==> src/rtl/stm1_deframer_pkg.sv <==
// Shared constants, state encoding and payload beat type for the STM-1 receive deframer.
package stm1_deframer_pkg;

    localparam int unsigned STM1_LENGTH    = 270;
    localparam int unsigned STM1_WIDTH     = 9;
    localparam int unsigned SOH_COLS       = 9;
    localparam int unsigned VC4_COLS       = STM1_LENGTH - SOH_COLS;
    localparam int unsigned PRESYNC_FRAMES = 2;
    localparam int unsigned OOF_FRAMES     = 4;
    localparam int unsigned CHECK_COL      = 5;

    localparam int unsigned DATA_W = 8;
    localparam int unsigned ROW_W  = 4;
    localparam int unsigned COL_W  = 9;
    localparam int unsigned CNT_W  = 3;
    localparam int unsigned WIN_W  = 6 * DATA_W;

    localparam logic [DATA_W-1:0] A1_BYTE = 8'hF6;
    localparam logic [DATA_W-1:0] A2_BYTE = 8'h28;
    localparam logic [WIN_W-1:0]  FRAME_PATTERN =
        {A1_BYTE, A1_BYTE, A1_BYTE, A2_BYTE, A2_BYTE, A2_BYTE};

    typedef enum logic [1:0] {
        HUNT    = 2'd0,
        PRESYNC = 2'd1,
        SYNC    = 2'd2
    } deframe_state_t;

    typedef struct packed {
        logic [ROW_W-1:0]  row;
        logic [COL_W-1:0]  col;
        logic [DATA_W-1:0] data;
    } vc4_beat_t;

endpackage

==> src/rtl/stm1_frame_aligner.sv <==
// A1/A2 frame alignment: byte window, HUNT/PRESYNC/SYNC tracking and row/column position.
module stm1_frame_aligner
    import stm1_deframer_pkg::*;
(
    input  logic       clk,
    input  logic       rst_n,
    input  logic [7:0] rx_data,
    input  logic       rx_valid,
    output logic       sync_c,
    output logic [3:0] byte_row_c,
    output logic [8:0] byte_col_c,
    output logic       in_frame,
    output logic       lof
);

    deframe_state_t    state_q, state_d;
    // Previous five valid bytes; with the incoming byte they form the six-byte window.
    logic [WIN_W-DATA_W-1:0] hist_q, hist_d;
    logic [WIN_W-1:0]  window_c;
    logic [ROW_W-1:0]  row_q, row_d;
    logic [COL_W-1:0]  col_q, col_d;
    logic [CNT_W-1:0]  confirm_q, confirm_d, confirm_inc_c;
    logic [CNT_W-1:0]  miss_q, miss_d, miss_inc_c;
    logic              lof_d, in_frame_d;
    logic              match_c, checkpoint_c;

    assign window_c      = {hist_q, rx_data};
    assign match_c       = (window_c == FRAME_PATTERN);
    assign sync_c        = (state_q == SYNC);
    assign confirm_inc_c = confirm_q + CNT_W'(1);
    assign miss_inc_c    = miss_q + CNT_W'(1);

    // Position of the incoming byte: one step past the last accepted byte.
    always_comb begin
        byte_row_c = row_q;
        byte_col_c = col_q + COL_W'(1);
        if (col_q == COL_W'(STM1_LENGTH - 1)) begin
            byte_col_c = '0;
            byte_row_c = (row_q == ROW_W'(STM1_WIDTH - 1)) ? '0 : row_q + ROW_W'(1);
        end
    end

    assign checkpoint_c = (byte_row_c == '0) && (byte_col_c == COL_W'(CHECK_COL));

    always_comb begin
        state_d   = state_q;
        hist_d    = hist_q;
        row_d     = row_q;
        col_d     = col_q;
        confirm_d = confirm_q;
        miss_d    = miss_q;
        lof_d     = lof;
        if (rx_valid) begin
            hist_d = window_c[WIN_W-DATA_W-1:0];
            case (state_q)
                HUNT: begin
                    if (match_c) begin
                        state_d   = PRESYNC;
                        row_d     = '0;
                        col_d     = COL_W'(CHECK_COL);
                        confirm_d = '0;
                    end
                end
                PRESYNC: begin
                    row_d = byte_row_c;
                    col_d = byte_col_c;
                    if (checkpoint_c) begin
                        if (!match_c) begin
                            state_d = HUNT;
                        end else if (confirm_inc_c == CNT_W'(PRESYNC_FRAMES)) begin
                            state_d   = SYNC;
                            lof_d     = 1'b0;
                            miss_d    = '0;
                            confirm_d = '0;
                        end else begin
                            confirm_d = confirm_inc_c;
                        end
                    end
                end
                SYNC: begin
                    row_d = byte_row_c;
                    col_d = byte_col_c;
                    if (checkpoint_c) begin
                        if (match_c) begin
                            miss_d = '0;
                        end else if (miss_inc_c == CNT_W'(OOF_FRAMES)) begin
                            state_d = HUNT;
                            lof_d   = 1'b1;
                            miss_d  = '0;
                        end else begin
                            miss_d = miss_inc_c;
                        end
                    end
                end
                default: state_d = HUNT;
            endcase
        end
    end

    assign in_frame_d = (state_d == SYNC);

    always_ff @(posedge clk) begin
        if (!rst_n) begin
            state_q   <= HUNT;
            hist_q    <= '0;
            row_q     <= '0;
            col_q     <= '0;
            confirm_q <= '0;
            miss_q    <= '0;
            lof       <= 1'b1;
            in_frame  <= 1'b0;
        end else begin
            state_q   <= state_d;
            hist_q    <= hist_d;
            row_q     <= row_d;
            col_q     <= col_d;
            confirm_q <= confirm_d;
            miss_q    <= miss_d;
            lof       <= lof_d;
            in_frame  <= in_frame_d;
        end
    end

endmodule

==> src/rtl/stm1_deframer.sv <==
// STM-1 receive deframer: aligns on A1/A2 and forwards the tagged VC4 area, dropping SOH columns.
module stm1_deframer
    import stm1_deframer_pkg::*;
(
    input  logic       clk,
    input  logic       rst_n,
    input  logic [7:0] rx_data,
    input  logic       rx_valid,
    output logic [7:0] pay_data,
    output logic       pay_valid,
    output logic       pay_sof,
    output logic [3:0] pay_row,
    output logic [8:0] pay_col,
    output logic       in_frame,
    output logic       lof
);

    logic       sync_c;
    logic [3:0] byte_row_c;
    logic [8:0] byte_col_c;
    logic       fwd_c, sof_c;
    vc4_beat_t  beat_d, beat_q;

    stm1_frame_aligner u_aligner (
        .clk        (clk),
        .rst_n      (rst_n),
        .rx_data    (rx_data),
        .rx_valid   (rx_valid),
        .sync_c     (sync_c),
        .byte_row_c (byte_row_c),
        .byte_col_c (byte_col_c),
        .in_frame   (in_frame),
        .lof        (lof)
    );

    // Forward only when aligned before this byte's own checkpoint update, past the SOH columns.
    assign fwd_c = rx_valid && sync_c && (byte_col_c >= COL_W'(SOH_COLS));
    assign sof_c = (byte_row_c == '0) && (byte_col_c == COL_W'(SOH_COLS));

    always_comb begin
        beat_d      = '0;
        beat_d.row  = byte_row_c;
        beat_d.col  = byte_col_c - COL_W'(SOH_COLS);
        beat_d.data = rx_data;
    end

    always_ff @(posedge clk) begin
        if (!rst_n) begin
            pay_valid <= 1'b0;
            pay_sof   <= 1'b0;
            beat_q    <= '0;
        end else begin
            pay_valid <= fwd_c;
            pay_sof   <= fwd_c && sof_c;
            if (fwd_c) begin
                beat_q <= beat_d;
            end
        end
    end

    assign pay_data = beat_q.data;
    assign pay_row  = beat_q.row;
    assign pay_col  = beat_q.col;

endmodule

==> config.mk <==
export PLATFORM = sky130hd
export DESIGN_NAME = stm1_deframer
export DESIGN_NICKNAME = d
export VERILOG_FILES = /design/src/rtl/stm1_deframer_pkg.sv /design/src/rtl/stm1_frame_aligner.sv /design/src/rtl/stm1_deframer.sv
export SDC_FILE = /design/constraint.sdc
export NUM_CORES = 1
export LEC_CHECK = 0
export ABC_AREA = 1
export BUFFER_PORTS_ARGS = -buffer_cell sky130_fd_sc_hd__buf_4
export CAP_MARGIN = 15
export CORE_ASPECT_RATIO = 0.8
export CORE_UTILIZATION = 40
export CTS_CLUSTER_SIZE = 12
export DETAILED_ROUTE_END_ITERATION = 7
export HOLD_SLACK_MARGIN = 0.12
export PLACE_DENSITY_LB_ADDON = 0.08
export SLEW_MARGIN = 30
export SYNTH_ARGS = -nofsm -noshare
export SYNTH_HDL_FRONTEND = slang
export SYNTH_SLANG_ARGS = --single-unit
export TNS_END_PERCENT = 5
==> constraint.sdc <==
create_clock -name clk -period 3.6 [get_ports clk]
set_input_delay 0.54 -clock clk [delete_from_list [all_inputs] [get_ports clk]]
set_output_delay 0.54 -clock clk [all_outputs]
set_load 0.02 [all_outputs]
## Word-level counts from Yosys, hierarchy flattened

Cells that the tools add are included.

| cells by class | value |
|---|---|
| add/subtract/negate cells | 5 |
| $lt $le $gt $ge | 1 |
| equality and inequality tests | 17 |
| multiplexer cells | 35 |
| reductions and logical operators | 15 |

Operators with widths:

| operator | count |
|---|---|
| equality test 48 bit (second input constant) | 1 |
| two-way mux 3 bit | 10 |
| two-way mux 9 bit | 2 |
| case mux 9 bit (2 select lines) | 1 |
| two-way mux 2 bit | 8 |
| two-way mux 4 bit | 3 |
| != test 2 x 1 -> 1 bit (second input constant) | 6 |
| case mux 3 bit (2 select lines) | 2 |
| adder 9 x 1 -> 9 bit (second input constant) | 1 |
| equality test 9 x 3 -> 1 bit (second input constant) | 1 |
| equality test 9 x 4 -> 1 bit (second input constant) | 1 |
| equality test 9 bit (second input constant) | 1 |
| greater-or-equal comparator 9 x 4 -> 1 bit (second input constant) | 1 |
| subtractor 9 x 4 -> 9 bit (second input constant) | 1 |
| case mux 4 bit (2 select lines) | 1 |
| AND reduction 8 bit | 1 |
| adder 3 x 1 -> 3 bit (second input constant) | 2 |
| two-way mux 1 bit | 6 |
| case mux 2 bit (3 select lines) | 1 |
| AND reduction 6 bit | 1 |
| nonzero test 2 bit | 3 |
| logical AND 1 bit | 5 |
| AND reduction 5 bit | 1 |
| adder 4 x 1 -> 4 bit (second input constant) | 1 |
| 11 further kinds | 12 |

| storage, ports and cells | value |
|---|---|
| register bits | 86 |
| bits of input ports | 11 |
| output and inout port bits | 25 |
| word-level logic and storage cells | 86 |

## Logic depth before layout (Yosys ltp)

Gate-level depths: netlist of the first run.

| logic depth | value |
|---|---|
| depth in word-level cells | 9 |
| depth in mapped cells | 19 |
| gate-level depth less buffers | 18 |

## By module

A second synthesis of the first run with hierarchy kept.

| unflattened totals | value |
|---|---|
| cells, all modules | 661 |
| area, all modules | 4584.4 um2 |

Modules (own cells, without submodules):

| module | instances | cells an instance | area an instance (um2) | seq. area each (um2) |
|---|---|---|---|---|
| stm1_frame_aligner | 1 | 491 | 3363.2 | 1261.2 |
| stm1_deframer | 1 | 170 | 1221.2 | 460.4 |

## Worst setup path after synthesis of the first run

Ideal clock, no wire load.

| timing | value |
|---|---|
| path kind | register to register |
| from | reg u_aligner.col_q[1] |
| to | reg u_aligner.lof |
| library setup time | 0.129 ns |
| data arrival time | 2.269 ns |
| data required time | 3.471 ns |
| slack | 1.203 ns |
| stages on the path, launching flop included | 19 |
| buffers on the path | 1 |
| clock period less this slack | 2.397 ns |
| cell sequence | dfxtp_1 inv_1 ha_1 nand2_1 nor2_2 nand2_4 inv_2 or2_1 buf_4 inv_1 ha_1 nand3_1 nor2_2 nand3_2 o21ai_4 and2_1 nand2_1 nand2_1 nand3_1 |

| on the way | value |
|---|---|
| longest elaborated chain between the ends | 6 |
| elaborated cells between the ends (all ways) | 10 |
| classes of those cells | 1 x add/sub; 4 x eq/ne; 2 x mux; 3 x reduce/logical |

RTL lines:

| what | RTL line | source |
|---|---|---|
| from (decl) | stm1_frame_aligner.sv:21 | `logic [COL_W-1:0] col_q, col_d;` |
| from (signal assigned) | stm1_frame_aligner.sv:116 | `col_q <= col_d;` |
| adder 9 x 1 -> 9 bit / equality test 9 bit (equally long branches) | stm1_frame_aligner.sv:36, stm1_frame_aligner.sv:37 |  |
| two-way mux 9 bit / two-way mux 4 bit (equally long branches) | stm1_frame_aligner.sv:37 | `if (col_q == COL_W'(STM1_LENGTH - 1)) begin` |
| equality test 9 x 3 -> 1 bit / zero test 4 bit (equally long branches) | stm1_frame_aligner.sv:43 | `assign checkpoint_c = (byte_row_c == '0) && (byte_col_c == COL_W'(CHECK_COL));` |
| logical AND 1 bit (*) | stm1_frame_aligner.sv:43 |  |
| != test 2 x 1 -> 1 bit (no source line) | n/a |  |
| AND reduction 8 bit (no source line) (*) | n/a |  |
| to (signal assigned) | stm1_frame_aligner.sv:119 | `lof <= lof_d;` |
| to (decl) | stm1_frame_aligner.sv:13 | `output logic lof` |

Every way passes the cells marked *; elsewhere a longest branch is shown, timed or not.
A chain may end at the register's enable or synchronous reset.

## Worst setup path after layout of the first run

Ends and elaborated chain as after synthesis.

==> results of run 1 <==
## report_power, final
group	switching, W	total [W]	internal [W]
sequential	0.0000187	0.000999	0.000981
combinational	0.0000563	0.0000855	0.0000292
clock	0.000372	0.000943	0.000572
total	0.000447	0.00203	0.00158
## path summary, 6_finish.rpt
| kind | startpoint | to | slack (ns) |
|---|---|---|---|
| min | rx_data[2] | u_aligner.hist_q[2]$_SDFFE_PN0P_ | 0.44 |
| min reg2reg | pay_col[8]$_SDFFE_PN0P_ | pay_col[8]$_SDFFE_PN0P_ | 0.46 |
| max reg2reg | u_aligner.col_q[1]$_SDFFE_PN0P_ | u_aligner.lof$_SDFFE_PN1P_ | 0.86 |
| max | u_aligner.col_q[1]$_SDFFE_PN0P_ | u_aligner.lof$_SDFFE_PN1P_ | 0.86 |
## area by class of cell
cell class,count,area share
Clock buffer,12,0.0532
Clock inverter,3,0.00907
Inverter,50,0.0389
Multi-Input combinational cell,425,0.447
Sequential cell,86,0.357
Tap cell,140,0.0363
Timing Repair Buffer,38,0.0591
## placed cells by master, fill, tap and decap left out, drive strengths merged
cell,instances
nand3b,2
xor2,4
bufinv,1
clkinv,2
dfxtp,86
nand3,51
buf,38
inv,50
clkbuf,12
a31oi,2
xnor2,3
and2,1
o21ai,48
nor3b,1
o21bai,1
nor2,109
nand2,110
nor3,14
ha,14
a22oi,7
a211oi,4
o21a,1
or2,1
nand4,7
a21oi,45
## per-layer routing
metal | wire length [um] | vias to the layer above | track usage
met5 | 0 | - | 0
met4 | 132 | 0 | 0.0609
met3 | 481 | 11 | 0.0538
met2 | 3990 | 70 | 0.273
met1 | 5420 | 1676 | 0.299
li1 | - | 1969 | -
## stage by stage
stage / total power [W] / cells / setup WS (ns) / instance area (um2)
2_1_floorplan: 0.00108 / 587 / 1.20 / 4190
3_3_place_gp: 0.00110 / 739 / 0.929 / 4530
3_5_place_dp: 0.00111 / 739 / 0.911 / 4530
4_1_cts: 0.00205 / 754 / 0.889 / 4830
5_1_grt: 0.00210 / 754 / 0.618 / 4830
6_report: 0.00203 / 754 / 0.860 / 4830
## registers in the layout (all words and copies together) (netlist names), 2 cells and up
register and count:
u_aligner.miss_q 3, pay_col 9, u_aligner.state_q 2, u_aligner.col_q 9, pay_row 4, u_aligner.confirm_q 3
u_aligner.hist_q 40, u_aligner.row_q 4, pay_data 8
## kinds of logic (layout without fill, tap and decap cells)
kind of cell | count (synthesis) | count (layout) | share of synthesized area
and+or+nand+nor | 296 | 296 | 0.316
adders and majority gates | 14 | 14 | 0.0418
AOI/OAI and AO/OA | 108 | 108 | 0.142
buffers and inverters | 76 | 103 | 0.0746
xor gates and xnor gates | 7 | 7 | 0.0146
DFF | 86 | 86 | 0.411
## critical path, delay by kind of cell, from the launching register on
family / cells / cell delay, ns
adders and majority gates: 2 / 0.37
DFF: 1 / 0.40
AOI/OAI and AO/OA: 1 / 0.26
and+or+nand+nor: 11 / 1.38
buffers and inverters: 3 / 0.21
==> run_summary.xml, run 1 <==
<?xml version="1.0" encoding="UTF-8"?>
<metrics>
  <group name="run_status">
    <metric name="status" unit="">finished clean</metric>
  </group>
  <group name="job">
    <metric name="drv_cap" unit="">0</metric>
  </group>
  <group name="clock_tree">
    <metric name="reg_clk_slew_reported_paths" unit="ns">0.06</metric>
    <metric name="clock_tree.buffer_depth" unit="">2</metric>
    <metric name="clock_tree_from_tritoncts" unit="">done</metric>
    <metric name="post-cts-setup-buffer-count" unit="">0</metric>
    <metric name="clk_latency" unit="ns">0.34</metric>
    <metric name="cts_made_buffers" unit="">9</metric>
    <metric name="ctsHoldBuffers" unit="">0</metric>
    <metric name="clock_tree.htree_level_count" unit="">3</metric>
    <metric name="cts_sinks" unit="">86</metric>
    <metric name="cts_root_buf" unit="">sky130_fd_sc_hd__clkbuf_16</metric>
    <metric name="post_cts_resize_count" unit="">0</metric>
  </group>
  <group name="setup_path">
    <metric name="critPathArrivalTime" unit="ns">2.94</metric>
    <metric name="r2r_cells" unit="">17</metric>
    <metric name="cpPeakStageDelay" unit="ns">0.40</metric>
    <metric name="worstPathCellList" unit="">inv_1 -&gt; ha_1 -&gt; nand2_1 -&gt; nor2_2 -&gt; nand2_4 -&gt; inv_2 -&gt; or2_1 -&gt; inv_1 -&gt; ha_1 -&gt; nand3_1 -&gt; nor2_2 -&gt; nand3_2 -&gt; o21ai_4 -&gt; and2_1 -&gt; nand2_1 -&gt; nand2_1 -&gt; nand3_1</metric>
    <metric name="cpMaxStageDelayCell" unit="">sky130_fd_sc_hd__dfxtp_1</metric>
    <metric name="timing.critical_path.required" unit="ns">3.80</metric>
    <metric name="timing.critical_path.from_type" unit="">flop</metric>
    <metric name="crit_path_capture_type" unit="">flop</metric>
    <metric name="critical_path.max_fanout" unit="">8</metric>
    <metric name="path_common_cell" unit="">sky130_fd_sc_hd__nand2_1</metric>
    <metric name="timing.setup.critical_path_class" unit="">flop to flop</metric>
  </group>
  <group name="yosys">
    <metric name="synth_warnings" unit="">0</metric>
    <metric name="sequential_area_share_after_synthesis" unit="">0.411</metric>
    <metric name="avgSynthCellArea" unit="um2">7.14</metric>
    <metric name="count_of_distinct_cell_types_in_the_synthesized_netlist" unit="">37</metric>
    <metric name="ys.flop_type" unit="">sky130_fd_sc_hd__dfxtp_1</metric>
    <metric name="syn_area" unit="um2">4190</metric>
    <metric name="yosysTopAreaCell" unit="">sky130_fd_sc_hd__dfxtp_1</metric>
    <metric name="synthesized_flop_and_latch_total" unit="">86</metric>
    <metric name="synth.net_count" unit="">612</metric>
    <metric name="synth_largest_type_area_fraction" unit="">0.411</metric>
    <metric name="synth_edf_count" unit="">0</metric>
    <metric name="ys_top_cells_by_area" unit="">sky130_fd_sc_hd__dfxtp_1 (41%), sky130_fd_sc_hd__nand2_1 (9.2%), sky130_fd_sc_hd__nor2_1 (9.2%), sky130_fd_sc_hd__nand3_1 (5.5%), sky130_fd_sc_hd__o21ai_0 (5.4%)</metric>
    <metric name="async_reset_ff_frac" unit="">0</metric>
    <metric name="netlist_instances" unit="">587</metric>
    <metric name="synth.top_cells.by_count" unit="">sky130_fd_sc_hd__nand2_1 (103), sky130_fd_sc_hd__nor2_1 (103), sky130_fd_sc_hd__dfxtp_1 (86)</metric>
  </group>
  <group name="place">
    <metric name="port_buffers" unit="">35</metric>
    <metric name="dp_hpwl" unit="mm">7.03</metric>
    <metric name="gp_routability_congestion" unit="">0.883</metric>
  </group>
  <group name="finish">
    <metric name="nNetsFinal" unit="">635</metric>
    <metric name="multi_input_area" unit="um2">2160</metric>
    <metric name="layout.area.seq" unit="um2">1720</metric>
    <metric name="antenna_cells" unit="">0</metric>
    <metric name="final_core_utilization" unit="">0.473</metric>
    <metric name="syn2layout_area_growth" unit="%">15.2</metric>
    <metric name="final_layout_fill_cell_count" unit="">1052</metric>
    <metric name="final_layout_size_suffix_gt1_frac" unit="">0.124</metric>
  </group>
  <group name="timing">
    <metric name="hold_viol" unit="">0</metric>
    <metric name="report.final.slew_viol_count" unit="">0</metric>
    <metric name="worst_clock_skew" unit="ns">0.00545</metric>
    <metric name="rsz0062_at_grt" unit="">no</metric>
    <metric name="setup_viol_count_final" unit="">0</metric>
    <metric name="relSlewSlack" unit="">0.616</metric>
    <metric name="timing.fmax" unit="GHz">0.365</metric>
    <metric name="hold-worst-slack" unit="ns">0.441</metric>
    <metric name="period_needed" unit="ns">2.74</metric>
    <metric name="layout_worst_path_cycle_share" unit="">0.761</metric>
    <metric name="worst_slew_pin_slew" unit="ns">0.575</metric>
    <metric name="tns" unit="ns">0</metric>
  </group>
  <group name="routing">
    <metric name="vias_per_cell" unit="">4.94</metric>
    <metric name="num_vias" unit="">3726</metric>
    <metric name="drtIter0Drc" unit="">244</metric>
    <metric name="dr.pass1.iters" unit="">5</metric>
    <metric name="drt.antenna.violating_nets" unit="">0</metric>
    <metric name="routed_wire_length_per_instance" unit="um">13.3</metric>
    <metric name="post-route-drc-count" unit="">0</metric>
    <metric name="wirelength" unit="mm">10.0</metric>
  </group>
  <group name="pwr">
    <metric name="power.leakage" unit="nW">2.10</metric>
    <metric name="power_density" unit="nW/um2">420</metric>
    <metric name="max_ir_drop_vdd" unit="mV">0.234</metric>
  </group>
  <group name="global_routing">
    <metric name="global_route.usage.total" unit="">0.200</metric>
    <metric name="grt_pass1_wl" unit="mm">16.8</metric>
    <metric name="vias_in_the_first_global_route" unit="">3406</metric>
    <metric name="grt_start_max_net_pins" unit="">47</metric>
    <metric name="grt-ovfl-total" unit="">0</metric>
    <metric name="antenna_violations_before_repair" unit="">0</metric>
  </group>
  <group name="die">
    <metric name="fp.dieH" unit="um">93.5</metric>
    <metric name="dieWidth" unit="um">116</metric>
    <metric name="floorplan.rows" unit="">33</metric>
    <metric name="start_util" unit="">0.411</metric>
    <metric name="core_area" unit="um2">10200</metric>
    <metric name="io-pin-count" unit="">36</metric>
    <metric name="floorplan.die_area" unit="um2">10900</metric>
  </group>
  <group name="hold_path">
    <metric name="hold-path-cell-count" unit="">3</metric>
    <metric name="min_path_type" unit="">input port to flop</metric>
  </group>
</metrics>
(Power assumes the default switching activity.)
==> inputs of run 2 (changes only) <==
==> constraint.sdc (replaced) <==
create_clock -name clk -period 2.8 [get_ports clk]
set_input_delay 0.42 -clock clk [delete_from_list [all_inputs] [get_ports clk]]
set_output_delay 0.42 -clock clk [all_outputs]
set_load 0.02 [all_outputs]
==> run_summary.xml, run 2 (synthesis results as in run 1) <==
<?xml version="1.0" encoding="UTF-8"?>
<metrics>
  <group name="timing">
    <metric name="setup_viol_count_final" unit="">0</metric>
    <metric name="timing.fmax" unit="GHz">0.393</metric>
    <metric name="rsz0062_at_grt" unit="">no</metric>
    <metric name="hold_viol" unit="">0</metric>
    <metric name="tns" unit="ns">0</metric>
    <metric name="layout_worst_path_cycle_share" unit="">0.909</metric>
    <metric name="worst_clock_skew" unit="ns">0.00785</metric>
    <metric name="relSlewSlack" unit="">0.553</metric>
    <metric name="worst_setup_slack_final" unit="ns">0.254</metric>
    <metric name="period_needed" unit="ns">2.55</metric>
    <metric name="worst_slew_pin_slew" unit="ns">0.670</metric>
    <metric name="hold-worst-slack" unit="ns">0.333</metric>
    <metric name="report.final.slew_viol_count" unit="">0</metric>
  </group>
  <group name="finish">
    <metric name="final_layout_size_suffix_gt1_frac" unit="">0.134</metric>
    <metric name="syn2layout_area_growth" unit="%">17.1</metric>
    <metric name="nNetsFinal" unit="">639</metric>
    <metric name="antenna_cells" unit="">0</metric>
    <metric name="most-common-layout-cells" unit="">sky130_fd_sc_hd__nand2_1 (103), sky130_fd_sc_hd__nor2_1 (103), sky130_fd_sc_hd__dfxtp_1 (84)</metric>
    <metric name="max_flop_register" unit="">u_aligner.hist_q</metric>
    <metric name="largest_register_ff_count" unit="">40</metric>
  </group>
  <group name="run_status">
    <metric name="status" unit="">finished clean</metric>
  </group>
  <group name="clock_tree">
    <metric name="clock_tree.buffer_depth" unit="">2</metric>
    <metric name="cts_root_buf" unit="">sky130_fd_sc_hd__clkbuf_16</metric>
    <metric name="cts_made_buffers" unit="">9</metric>
    <metric name="clock_tree.htree_level_count" unit="">3</metric>
    <metric name="cts_sinks" unit="">86</metric>
    <metric name="clk_latency" unit="ns">0.33</metric>
    <metric name="reg_clk_slew_reported_paths" unit="ns">0.06</metric>
    <metric name="clock_tree_from_tritoncts" unit="">done</metric>
  </group>
  <group name="pwr">
    <metric name="share_seq_of_total_power" unit="">0.482</metric>
    <metric name="p_sw_frac" unit="">0.212</metric>
    <metric name="power_density" unit="nW/um2">544</metric>
    <metric name="internal_power" unit="W">0.00210</metric>
    <metric name="clock_power_share" unit="">0.476</metric>
    <metric name="max_ir_drop_vdd" unit="mV">0.336</metric>
    <metric name="power.leakage" unit="nW">2.13</metric>
    <metric name="power_frac_comb" unit="">0.042</metric>
    <metric name="power_switching" unit="W">0.000566</metric>
  </group>
  <group name="routing">
    <metric name="met2RoutedLength" unit="mm">4.03</metric>
    <metric name="met1_length" unit="mm">5.40</metric>
    <metric name="routed_wire_length_per_instance" unit="um">13.4</metric>
    <metric name="vias_per_cell" unit="">4.98</metric>
    <metric name="wirelength" unit="mm">10.1</metric>
    <metric name="drtIter0Drc" unit="">285</metric>
    <metric name="dr.pass1.iters" unit="">5</metric>
    <metric name="post-route-drc-count" unit="">0</metric>
    <metric name="highest_metal_layer_with_signal_wires" unit="">met4</metric>
    <metric name="met3_wirelength" unit="um">588</metric>
    <metric name="drt.antenna.violating_nets" unit="">0</metric>
    <metric name="num_vias" unit="">3774</metric>
  </group>
  <group name="global_routing">
    <metric name="vias_in_the_first_global_route" unit="">3438</metric>
    <metric name="global_route.usage.total" unit="">0.202</metric>
    <metric name="grt_pass1_wl" unit="mm">16.9</metric>
    <metric name="antenna_violations_before_repair" unit="">0</metric>
    <metric name="grt_start_max_net_pins" unit="">47</metric>
    <metric name="grt-ovfl-total" unit="">0</metric>
  </group>
  <group name="setup_path">
    <metric name="cpMaxStageDelayCell" unit="">sky130_fd_sc_hd__dfxtp_2</metric>
    <metric name="cpPeakStageDelay" unit="ns">0.36</metric>
    <metric name="critical_path.max_fanout" unit="">8</metric>
    <metric name="path_common_cell" unit="">sky130_fd_sc_hd__nand2_1</metric>
    <metric name="timing.critical_path.required" unit="ns">3.00</metric>
    <metric name="crit_path_capture_type" unit="">flop</metric>
    <metric name="critPathArrivalTime" unit="ns">2.74</metric>
    <metric name="cp.buffers_inverters" unit="">3</metric>
    <metric name="worstPathCellList" unit="">inv_1 -&gt; ha_1 -&gt; nand2_1 -&gt; nor2_4 -&gt; nand2_4 -&gt; inv_2 -&gt; or2_4 -&gt; inv_1 -&gt; ha_1 -&gt; nand3_1 -&gt; nor2_2 -&gt; nand3_4 -&gt; o21ai_4 -&gt; and2_1 -&gt; nand2_1 -&gt; nand2_1 -&gt; nand3_1</metric>
    <metric name="timing.critical_path.from_type" unit="">flop</metric>
    <metric name="cpLargestDelayFamily" unit="">simple AND/OR/NAND/NOR gates</metric>
    <metric name="timing.setup.critical_path_class" unit="">flop to flop</metric>
  </group>
  <group name="place">
    <metric name="dp_hpwl" unit="mm">7.03</metric>
    <metric name="port_buffers" unit="">35</metric>
    <metric name="gp_routability_congestion" unit="">0.868</metric>
    <metric name="placement.setup.worst_slack" unit="ns">0.192</metric>
  </group>
  <group name="die">
    <metric name="start_util" unit="">0.411</metric>
    <metric name="fp.dieH" unit="um">93.5</metric>
    <metric name="floorplan.rows" unit="">33</metric>
    <metric name="core_area" unit="um2">10200</metric>
    <metric name="io-pin-count" unit="">36</metric>
    <metric name="dieWidth" unit="um">116</metric>
    <metric name="floorplan.die_area" unit="um2">10900</metric>
  </group>
  <group name="hold_path">
    <metric name="min_path_type" unit="">input port to flop</metric>
  </group>
  <group name="job">
    <metric name="drv_cap" unit="">0</metric>
  </group>
</metrics>
## run 2: cell count changes in the layout (fill, tap and decap cells not counted), sizes merged
cell / previous run / this run
clkinv: 2 / 1
bufinv: 1 / 2
buf: 38 / 42
## run 2: layer usage
layer | track usage | vias to the layer above
li1 | - | 1971
met1 | 0.301 | 1706
met2 | 0.279 | 89
met3 | 0.0531 | 8
met4 | 0.0577 | 0
met5 | 0 | -
## run 2: what timing repair did
| action | CTS | global route |
|---|---|---|
| hold buffers | 0 | 0 |
| buffers inserted | 0 | 1 |
| gates resized for setup | 0 | 6 |
| endpoints found under the setup margin | 0 | 9 |
## run 2: path summary, 6_finish.rpt
path                                      from                                end  slack [ns]  cells past startpoint
max reg2reg    u_aligner.col_q[1]$_SDFFE_PN0P_         u_aligner.lof$_SDFFE_PN1P_        0.25                     17
min reg2reg  u_aligner.hist_q[33]$_SDFFE_PN0P_  u_aligner.hist_q[33]$_SDFFE_PN0P_        0.46                      2
max            u_aligner.col_q[1]$_SDFFE_PN0P_         u_aligner.lof$_SDFFE_PN1P_        0.25                     17
min                                 rx_data[5]   u_aligner.hist_q[5]$_SDFFE_PN0P_        0.33                      3
## run 2: area by class of cell
| class | instances | area (um2) |
|---|---|---|
| timing repair buffer | 42 | 328 |
| sequential | 86 | 1720 |
| clock buffer | 12 | 246 |
| clock inverter | 3 | 68.8 |
| inverter | 50 | 188 |
| fill | 1028 | 5290 |
| tap | 140 | 175 |
| multi-input combinational | 425 | 2180 |
## run 2: metrics by stage
step           power [W]  instance area, um2   util  std cells
6_report         0.00267                4910  0.481        758
5_1_grt          0.00277                4910  0.481        758
4_1_cts          0.00270                4880  0.478        757
3_5_place_dp     0.00143                4560  0.447        742
3_3_place_gp     0.00142                4560  0.447        742
2_1_floorplan    0.00138                4190      -        587
## run 2: power by group through the flow
stage / combinational [W] / sequential (W) / clock, W
after global routing: 0.000131 / 0.00129 / 0.00135
final: 0.000113 / 0.00129 / 0.00127
after floorplan: 0.0000784 / 0.00130 / 0
after global placement: 0.000111 / 0.00131 / 0
after detailed placement: 0.000113 / 0.00131 / 0
after CTS: 0.000114 / 0.00128 / 0.00130
## run 2: worst reg2reg max path, cell delays in order, from the launching register on
cell	delay, ns
sky130_fd_sc_hd__dfxtp_2	0.36
sky130_fd_sc_hd__inv_1	0.05
sky130_fd_sc_hd__ha_1	0.18
sky130_fd_sc_hd__nand2_1	0.11
sky130_fd_sc_hd__nor2_4	0.06
sky130_fd_sc_hd__nand2_4	0.11
sky130_fd_sc_hd__inv_2	0.05
sky130_fd_sc_hd__or2_4	0.26
sky130_fd_sc_hd__inv_1	0.06
sky130_fd_sc_hd__ha_1	0.16
sky130_fd_sc_hd__nand3_1	0.09
sky130_fd_sc_hd__nor2_2	0.16
sky130_fd_sc_hd__nand3_4	0.13
sky130_fd_sc_hd__o21ai_4	0.27
sky130_fd_sc_hd__and2_1	0.18
sky130_fd_sc_hd__nand2_1	0.06
sky130_fd_sc_hd__nand2_1	0.06
sky130_fd_sc_hd__nand3_1	0.06
==> inputs of run 3 (changes only) <==
==> constraint.sdc (replaced) <==
create_clock -name clk -period 2.9 [get_ports clk]
set_input_delay 0.435 -clock clk [delete_from_list [all_inputs] [get_ports clk]]
set_output_delay 0.435 -clock clk [all_outputs]
set_load 0.02 [all_outputs]
==> run_summary.xml, run 3 (synthesis results as in run 1) <==
<?xml version="1.0" encoding="UTF-8"?>
<metrics>
  <group name="run_status">
    <metric name="status" unit="">finished clean</metric>
  </group>
  <group name="global_routing">
    <metric name="grt_start_max_net_pins" unit="">47</metric>
    <metric name="global_route.usage.total" unit="">0.199</metric>
    <metric name="vias_in_the_first_global_route" unit="">3289</metric>
    <metric name="grt-ovfl-total" unit="">0</metric>
    <metric name="antenna_violations_before_repair" unit="">0</metric>
    <metric name="grt_pass1_wl" unit="mm">16.6</metric>
  </group>
  <group name="finish">
    <metric name="syn2layout_area_growth" unit="%">16.6</metric>
    <metric name="multi_input_area" unit="um2">2170</metric>
    <metric name="layout.area.seq" unit="um2">1720</metric>
    <metric name="nNetsFinal" unit="">640</metric>
    <metric name="final_layout_size_suffix_gt1_frac" unit="">0.131</metric>
    <metric name="largest_register_ff_count" unit="">40</metric>
    <metric name="antenna_cells" unit="">0</metric>
    <metric name="max_flop_register" unit="">u_aligner.hist_q</metric>
    <metric name="final_layout_fill_cell_count" unit="">1039</metric>
    <metric name="most-common-layout-cells" unit="">sky130_fd_sc_hd__nand2_1 (103), sky130_fd_sc_hd__nor2_1 (103), sky130_fd_sc_hd__dfxtp_1 (86)</metric>
  </group>
  <group name="timing">
    <metric name="report.final.slew_viol_count" unit="">0</metric>
    <metric name="hold_viol" unit="">0</metric>
    <metric name="period_needed" unit="ns">2.62</metric>
    <metric name="relSlewSlack" unit="">0.621</metric>
    <metric name="worst_slew_pin_slew" unit="ns">0.567</metric>
    <metric name="tns" unit="ns">0</metric>
    <metric name="worst_setup_slack_final" unit="ns">0.280</metric>
    <metric name="setup_viol_count_final" unit="">0</metric>
    <metric name="layout_worst_path_cycle_share" unit="">0.903</metric>
    <metric name="hold-worst-slack" unit="ns">0.339</metric>
    <metric name="worst_clock_skew" unit="ns">0.00841</metric>
    <metric name="timing.fmax" unit="GHz">0.382</metric>
  </group>
  <group name="setup_path">
    <metric name="cpMaxStageDelayCell" unit="">sky130_fd_sc_hd__dfxtp_1</metric>
    <metric name="critical_path.max_fanout" unit="">8</metric>
    <metric name="timing.critical_path.from_type" unit="">flop</metric>
    <metric name="timing.reg2reg.setup_slack" unit="ns">0.28</metric>
    <metric name="critPathArrivalTime" unit="ns">2.82</metric>
    <metric name="timing.critical_path.required" unit="ns">3.10</metric>
    <metric name="cpPeakStageDelay" unit="ns">0.39</metric>
    <metric name="timing.setup.critical_path_class" unit="">flop to flop</metric>
    <metric name="worstPathCellList" unit="">inv_1 -&gt; ha_1 -&gt; nand2_1 -&gt; nor2_2 -&gt; nand2_4 -&gt; inv_2 -&gt; or2_1 -&gt; inv_1 -&gt; ha_1 -&gt; nand3_1 -&gt; nor2_2 -&gt; nand3_4 -&gt; o21ai_4 -&gt; and2_1 -&gt; nand2_1 -&gt; nand2_1 -&gt; nand3_1</metric>
    <metric name="path_common_cell" unit="">sky130_fd_sc_hd__nand2_1</metric>
    <metric name="crit_path_capture_type" unit="">flop</metric>
    <metric name="r2r-start" unit="">u_aligner.col_q[1]$_SDFFE_PN0P_</metric>
    <metric name="rr_endpoint" unit="">u_aligner.lof$_SDFFE_PN1P_</metric>
    <metric name="r2r_cells" unit="">17</metric>
  </group>
  <group name="clock_tree">
    <metric name="clock_tree_from_tritoncts" unit="">done</metric>
    <metric name="cts_made_buffers" unit="">9</metric>
    <metric name="clock_tree.htree_level_count" unit="">3</metric>
    <metric name="reg_clk_slew_reported_paths" unit="ns">0.06</metric>
    <metric name="clock_tree.buffer_depth" unit="">2</metric>
    <metric name="cts_sinks" unit="">86</metric>
    <metric name="cts_root_buf" unit="">sky130_fd_sc_hd__clkbuf_16</metric>
    <metric name="clk_latency" unit="ns">0.34</metric>
  </group>
  <group name="pwr">
    <metric name="power_density" unit="nW/um2">527</metric>
    <metric name="max_ir_drop_vdd" unit="mV">0.281</metric>
    <metric name="power.leakage" unit="nW">2.13</metric>
    <metric name="post-layout-total-power" unit="W">0.00258</metric>
  </group>
  <group name="hold_path">
    <metric name="min_path_type" unit="">input port to flop</metric>
    <metric name="hold-path-cell-count" unit="">3</metric>
    <metric name="timing.hold.worst.start" unit="">rx_data[0]</metric>
    <metric name="hold_path_end" unit="">u_aligner.hist_q[0]$_SDFFE_PN0P_</metric>
  </group>
  <group name="routing">
    <metric name="drtIter0Drc" unit="">191</metric>
    <metric name="num_vias" unit="">3727</metric>
    <metric name="wirelength" unit="mm">10.1</metric>
    <metric name="drt.antenna.violating_nets" unit="">0</metric>
    <metric name="dr.pass1.iters" unit="">5</metric>
    <metric name="routed_wire_length_per_instance" unit="um">13.3</metric>
    <metric name="vias_per_cell" unit="">4.92</metric>
    <metric name="post-route-drc-count" unit="">0</metric>
  </group>
  <group name="die">
    <metric name="io-pin-count" unit="">36</metric>
    <metric name="fp.dieH" unit="um">93.5</metric>
    <metric name="start_util" unit="">0.411</metric>
    <metric name="floorplan.die_area" unit="um2">10900</metric>
    <metric name="floorplan.rows" unit="">33</metric>
    <metric name="core_area" unit="um2">10200</metric>
    <metric name="dieWidth" unit="um">116</metric>
  </group>
  <group name="place">
    <metric name="placement.setup.worst_slack" unit="ns">0.309</metric>
    <metric name="dp_hpwl" unit="mm">7.01</metric>
    <metric name="port_buffers" unit="">35</metric>
    <metric name="gp_routability_congestion" unit="">0.877</metric>
  </group>
  <group name="job">
    <metric name="drv_cap" unit="">0</metric>
  </group>
</metrics>
==> run 3: changes by cell type in the layout (fill, tap and decap cells not counted), sizes merged <==
| cell | change |
|---|---|
| clkbuf | -2 |
| buf | +1 |
| clkinvlp | +1 |
==> run 3: per-stage QoR <==
step	util	cell area, um2	std cells
after floorplan	-	4190	587
after CTS	0.477	4860	756
final	0.479	4890	758
after detailed placement	0.446	4550	742
after global placement	0.446	4550	742
after global routing	0.479	4890	758
==> run 3: worst max-delay path by stage <==
stage                               startpoint                          to  slack [ns]  cells past startpoint
3_3_place_gp   u_aligner.col_q[1]$_SDFFE_PN0P_  u_aligner.lof$_SDFFE_PN1P_        0.37                     17
3_5_place_dp   u_aligner.col_q[1]$_SDFFE_PN0P_  u_aligner.lof$_SDFFE_PN1P_        0.31                     17
2_1_floorplan  u_aligner.col_q[1]$_SDFFE_PN0P_  u_aligner.lof$_SDFFE_PN1P_        0.50                     18
6_report       u_aligner.col_q[1]$_SDFFE_PN0P_  u_aligner.lof$_SDFFE_PN1P_        0.28                     17
4_1_cts        u_aligner.col_q[1]$_SDFFE_PN0P_  u_aligner.lof$_SDFFE_PN1P_        0.29                     17
5_1_grt        u_aligner.col_q[1]$_SDFFE_PN0P_  u_aligner.lof$_SDFFE_PN1P_      -0.004                     17
==> run 3: power breakdown <==
part           internal, W  leakage, nW  total [W]  switching [W]
sequential         0.00122        0.701    0.00124      0.0000235
clock             0.000767        0.150    0.00123       0.000461
combinational    0.0000373         1.27   0.000108      0.0000703
total              0.00202         2.13    0.00258       0.000555
==> run 3: area by class of cell <==
class / count / area share
Multi-Input combinational cell: 425 / 0.444
Sequential cell: 86 / 0.352
Timing Repair Buffer: 43 / 0.0661
Clock buffer: 10 / 0.0489
Inverter: 50 / 0.0384
Tap cell: 140 / 0.0358
Clock inverter: 4 / 0.0148
==> run 3: repair_timing <==
| action | 4_1_cts | 5_1_grt |
|---|---|---|
| hold buffers | 0 | 0 |
| resized for setup | 0 | 2 |
| buffers inserted | 0 | 2 |
| endpoints found under the setup margin | 0 | 1 |
| hold endpoints to repair | 0 | 0 |
==> run 3: worst max-delay path, delay by kind of cell (launching register included) <==
kind	cells	cell delay, ns
AND/OR/NAND/NOR	11	1.31
AO/OA/AOI/OAI	1	0.24
flip-flops	1	0.39
adder cells (fa/ha/maj)	2	0.35
buffers and inverters	3	0.19
==> run 3: routing by layer <==
metal,GRT usage,part of all wire
met2,0.263,0.39
met5,0,0
met3,0.0590,0.064
met1,0.304,0.54
met4,0.0545,0.0060
